--- src/rtl/mux_pkg.sv ---
// rtl/mux_pkg.sv - shared constants and helpers for the stream mux slice
package mux_pkg;

  localparam int MODE_SELECT = 0;
  localparam int MODE_RR     = 1;

  // Ceiling log2, used to size select/tag fields from the channel count
  function automatic int clog2(input int value);
    int result;
    result = 0;
    while ((1 << result) < value) begin
      result = result + 1;
    end
    return result;
  endfunction

endpackage

--- src/rtl/rr_arbiter.sv ---
// rtl/rr_arbiter.sv - round-robin one-hot arbiter owning its rotating priority pointer
module rr_arbiter
  import mux_pkg::*;
#(
  parameter int N    = 4,
  parameter int SELW = clog2(N)
) (
  input  logic            clk,
  input  logic            rst_n,
  input  logic [N-1:0]    req,
  input  logic            advance,
  output logic [N-1:0]    grant,
  output logic [SELW-1:0] grant_idx
);

  logic [SELW-1:0] ptr_q;
  logic [SELW-1:0] ptr_d;
  logic [SELW:0]   cand;
  logic            found;

  // Search ptr, ptr+1, ..., N-1, 0, ..., ptr-1; the wrap is an explicit compare so any N works
  always_comb begin
    grant     = '0;
    grant_idx = '0;
    found     = 1'b0;
    cand      = '0;
    for (int k = 0; k < N; k++) begin
      cand = {1'b0, ptr_q} + (SELW+1)'(k);
      if (cand >= (SELW+1)'(N)) begin
        cand = cand - (SELW+1)'(N);
      end
      if (!found && req[cand[SELW-1:0]]) begin
        found                   = 1'b1;
        grant[cand[SELW-1:0]]   = 1'b1;
        grant_idx               = cand[SELW-1:0];
      end
    end
  end

  // Next pointer: one past the channel that just transferred, wrapping at N-1
  always_comb begin
    ptr_d = ptr_q;
    if (advance) begin
      ptr_d = (grant_idx == SELW'(N - 1)) ? '0 : grant_idx + SELW'(1);
    end
  end

  // Pointer register; moves only when a beat is actually taken
  always_ff @(posedge clk or negedge rst_n) begin
    if (!rst_n) begin
      ptr_q <= '0;
    end else begin
      ptr_q <= ptr_d;
    end
  end

endmodule

--- src/rtl/stream_mux_rr.sv ---
// rtl/stream_mux_rr.sv - N-way valid/ready stream mux with select or round-robin grant and registered output
module stream_mux_rr
  import mux_pkg::*;
#(
  parameter int WIDTH = 32,
  parameter int N     = 4,
  parameter int SELW  = clog2(N),
  parameter int MODE  = MODE_SELECT
) (
  input  logic               clk,
  input  logic               rst_n,
  input  logic [N*WIDTH-1:0] in_data,
  input  logic [N-1:0]       in_valid,
  output logic [N-1:0]       in_ready,
  input  logic [SELW-1:0]    sel,
  output logic [WIDTH-1:0]   out_data,
  output logic [SELW-1:0]    out_src,
  output logic               out_valid,
  input  logic               out_ready
);

  logic [N-1:0]     grant;
  logic [SELW-1:0]  grant_idx;
  logic             can_load;
  logic             xfer;
  logic [WIDTH-1:0] beat_data;

  logic             active_q;
  logic             active_d;
  logic             out_valid_q;
  logic             out_valid_d;
  logic [WIDTH-1:0] out_data_q;
  logic [WIDTH-1:0] out_data_d;
  logic [SELW-1:0]  out_src_q;
  logic [SELW-1:0]  out_src_d;

  // The output register can take a beat when empty or when its beat leaves this cycle.
  // active_q keeps in_ready low while reset is asserted, so an aborted beat never handshakes.
  assign can_load = !out_valid_q || out_ready;
  assign in_ready = grant & {N{can_load && active_q}};
  assign xfer     = |in_ready;

  generate
    if (MODE == MODE_RR) begin : g_rr
      logic unused_sel;
      assign unused_sel = ^sel;

      rr_arbiter #(
        .N    (N),
        .SELW (SELW)
      ) u_arb (
        .clk       (clk),
        .rst_n     (rst_n),
        .req       (in_valid),
        .advance   (xfer),
        .grant     (grant),
        .grant_idx (grant_idx)
      );
    end else begin : g_select
      logic sel_in_range;
      assign sel_in_range = ({1'b0, sel} < (SELW+1)'(N));
      assign grant_idx    = sel;

      // Explicit select: out-of-range sel grants nothing
      always_comb begin
        grant = '0;
        if (sel_in_range) begin
          grant[sel] = in_valid[sel];
        end
      end
    end
  endgenerate

  // One-hot AND-OR data select; no priority chain on the datapath
  always_comb begin
    beat_data = '0;
    for (int i = 0; i < N; i++) begin
      beat_data = beat_data | (in_data[i*WIDTH +: WIDTH] & {WIDTH{grant[i]}});
    end
  end

  // Output register next state: load replaces any draining beat, otherwise drain or hold
  always_comb begin
    active_d    = 1'b1;
    out_valid_d = out_valid_q;
    out_data_d  = out_data_q;
    out_src_d   = out_src_q;
    if (xfer) begin
      out_valid_d = 1'b1;
      out_data_d  = beat_data;
      out_src_d   = grant_idx;
    end else if (out_ready) begin
      out_valid_d = 1'b0;
    end
  end

  // Output register and post-reset enable
  always_ff @(posedge clk or negedge rst_n) begin
    if (!rst_n) begin
      active_q    <= 1'b0;
      out_valid_q <= 1'b0;
      out_data_q  <= '0;
      out_src_q   <= '0;
    end else begin
      active_q    <= active_d;
      out_valid_q <= out_valid_d;
      out_data_q  <= out_data_d;
      out_src_q   <= out_src_d;
    end
  end

  assign out_valid = out_valid_q;
  assign out_data  = out_data_q;
  assign out_src   = out_src_q;

endmodule

--- config.mk ---
export PLATFORM = sky130hd
export DESIGN_NAME = stream_mux_rr
export DESIGN_NICKNAME = d
export VERILOG_FILES = /design/src/rtl/mux_pkg.sv /design/src/rtl/rr_arbiter.sv /design/src/rtl/stream_mux_rr.sv
export SDC_FILE = /design/constraint.sdc
export NUM_CORES = 1
export LEC_CHECK = 0
export ABC_AREA = 1
export CAP_MARGIN = 5
export CORE_MARGIN = 2
export CORE_UTILIZATION = 30
export DETAILED_ROUTE_END_ITERATION = 10
export PLACE_DENSITY = 0.75
export SLEW_MARGIN = 20
export SYNTH_ARGS = -nofsm -noshare
export SYNTH_HDL_FRONTEND = slang
export SYNTH_SLANG_ARGS = --single-unit
--- constraint.sdc ---
create_clock -name clk -period 2.92 [get_ports clk]
set_clock_uncertainty 0.15 [all_clocks]
set_input_delay 0.438 -clock clk [delete_from_list [all_inputs] [get_ports clk]]
set_output_delay 0.438 -clock clk [all_outputs]
set_load 0.05 [all_outputs]
==> impl_metrics.json <==
{
  "yosys_warnings": 0,
  "dieWidth_um": 97.1,
  "cp_top_family": "buffers and inverters",
  "yosysTopAreaCell": "dfrtp_1",
  "startpoint_type": "input port",
  "grt_setup_unrepaired": "false",
  "critPathCaptureType": "output port",
  "antenna_found_initial": 0,
  "hold_path_class": "input port to asynchronous set/reset pin",
  "cts_tree": "done",
  "clock_sinks": 36,
  "total_power_uw": 2030,
  "worstPathRequired_ns": 2.33,
  "period_needed_ns": 2.24,
  "crit_type": "input port to output port",
  "max_slew_margin": 0.466,
  "switching_share": 0.422,
  "cp_slowest_cell": "clkdlybuf4s50_1",
  "ys_seq_area_frac": 0.347,
  "slowest_delay_ns": 0.46,
  "synth.net_count": 502,
  "avgSynthCellArea_um2": 7.12,
  "cts_max_level": 2,
  "io_pins": 176,
  "synth_cells": 365,
  "drtPass1Iterations": 4,
  "worstSkewPairLatency_ns": 0.28,
  "p_per_area_nw_per_um2": 456,
  "io_buffers": 175,
  "syn-cell-area_um2": 2600,
  "synth.area.top_cells": "dfrtp_1 35%, nand4_1 31%, nand3_1 13%",
  "maxSlewViolCount": 0,
  "path_clk_slew_ns": 0.07,
  "clkPwrFrac": 0.164,
  "synth_top_area_frac": 0.347,
  "arrival_ns": 1.66,
  "internal-power_uw": 1170,
  "status": "completed",
  "path_max_fanout": 5,
  "synth.distinct_cells": 16,
  "synth_common_cells": "128 x nand4_1, 70 x nand2_1, 70 x nand3_1",
  "cts_setup_buffers": 0,
  "initial_core_util": 0.313,
  "cp.buffers_inverters": 3,
  "dr_total_vias": 3476,
  "async_reset_ff_frac": 1.00,
  "dieArea_um2": 9420,
  "combPwrFrac": 0.516,
  "core_um2": 8300,
  "drt_iter0_markers": 128,
  "synth_ff_type": "dfrtp_1",
  "power_frac_seq": 0.320,
  "cts_inserted_buffers": 5,
  "die_h_um": 97.1,
  "grt_util_all_layers": 0.220,
  "finalSetupTns_ns": 0,
  "diodes": 0,
  "gr-total-overflow": 0,
  "via_per_inst": 5.66,
  "tightest_slew_ns": 0.801,
  "cts_root_buf": "clkbuf_8",
  "nets": 646,
  "drive_above_1_share": 0.0589,
  "gp_congestion": 0.862,
  "crit_chain": "clkdlybuf4s50_1, inv_1, nand2_1, nand2_1, nor2_1, buf_12",
  "power_leakage_uw": 0.00182,
  "switchingPower_uw": 857,
  "synth_seq_cells": 36,
  "num_rows": 33,
  "grt_pass1_wl_um": 17200,
  "synth_enable_flop_cells": 0,
  "clock_path_buffers": 2,
  "cts_resized": 0,
  "vdd_ir_drop_max_uv": 159,
  "wl_per_cell_um": 17.4,
  "fmax_mhz": 445,
  "timing.final.crit_share": 0.769,
  "grt_pass1_vias": 3535,
  "drv_cap": 0,
  "hpwl_um": 7220,
  "totalWireLength_um": 10700,
  "hold_viol_final": 0,
  "cts-hold-fix-buffers": 0,
  "cpMostUsedCell": "nand2_1",
  "setup_viol": 0,
  "drc_errors": 0,
  "grt_max_degree": 44,
  "area_growth_pct": 71.1,
  "yosysMostFrequentCell": "nand4_1",
  "ant_nets": 0
}
layout make-up:
type                            count  area [µm²]
Clock inverter                      1        5.00
Timing Repair Buffer              186        1860
Sequential cell                    36         901
Tap cell                          105         131
Clock buffer                        6        72.6
Multi-Input combinational cell    277        1470
Inverter                            3        11.3
Fill cell                         783        3850
flip-flops by register name, summed over array words and instances (netlist names):
signal     flops
out_src        2
out_data      32
active_q       1
out_valid      1
routing by layer:
| layer | wire, µm | track usage | vias to the layer above |
|---|---|---|---|
| met5 | 0 | 0 | - |
| met4 | 166 | 0.0834 | 0 |
| met3 | 797 | 0.0410 | 13 |
| met2 | 5340 | 0.381 | 162 |
| met1 | 4390 | 0.272 | 1640 |
| li1 | - | - | 1661 |
logic make-up (layout without fill, tap and decap cells):
logic type,after synthesis,count (layout),share of synthesized area
AOI/OAI and AO/OA,1,1,0.00289
buffers and inverters,52,196,0.0891
DFF,36,36,0.347
other,1,1,0.00144
and+or+nand+nor,275,275,0.560
cells in the final DEF, fill, tap and decap left out, types with 2 or more instances in the layout:
cell	Yosys	final
buf_4	3	11
nor2_1	3	3
clkbuf_8	0	5
nand2_1	70	70
nand3_1	70	70
buf_2	20	3
nand4_1	128	128
buf_12	0	4
inv_2	2	2
dfrtp_1	36	36
clkdlybuf4s50_1	0	168
nor2_2	2	2
final timing paths:
| check | start | depth (start not counted) | slack [ns] | endpoint |
|---|---|---|---|---|
| setup / recovery | out_ready | 6 | 0.68 | in_ready[1] |
| hold / removal | rst_n | 1 | 0.09 | out_valid |
| setup reg to reg | out_valid | 7 | 1.00 | out_data[1] |
| hold reg to reg | out_data[23] | 2 | 0.36 | out_data[23] |
| max in group asynchronous | rst_n | 1 | 2.02 | out_data[21] |
| min in group clk | out_data[23] | 2 | 0.36 | out_data[23] |
power groups by stage:
stage / logic, µW / registers, µW / clock network, µW
2_1_floorplan: 237 / 999 / 0
5_1_grt: 1100 / 661 / 369
6_report: 1050 / 649 / 332
3_3_place_gp: 1040 / 655 / 0
3_5_place_dp: 1050 / 658 / 0
4_1_cts: 1050 / 650 / 346
worst register-to-register path: cells and delay by family, from the launching register on:
family / cells / cell delay (ns)
AND/OR/NAND/NOR: 7 / 1.34
flip-flops: 1 / 0.38
through the flow:
stage | instance area, µm² | cells | hold WS (ns) | setup slack, ns | utilization
6_report | 4450 | 614 | 0.0915 | 0.675 | 0.536
5_1_grt | 4450 | 614 | 0.157 | 0.551 | 0.536
4_1_cts | 4450 | 614 | 0.123 | 0.666 | 0.536
3_5_place_dp | 4370 | 607 | 0.343 | 0.458 | 0.526
3_3_place_gp | 4370 | 607 | 0.339 | 0.572 | 0.526
2_1_floorplan | 2600 | 365 | -0.00759 | 0.592 | -
(Power assumes the default switching activity.)
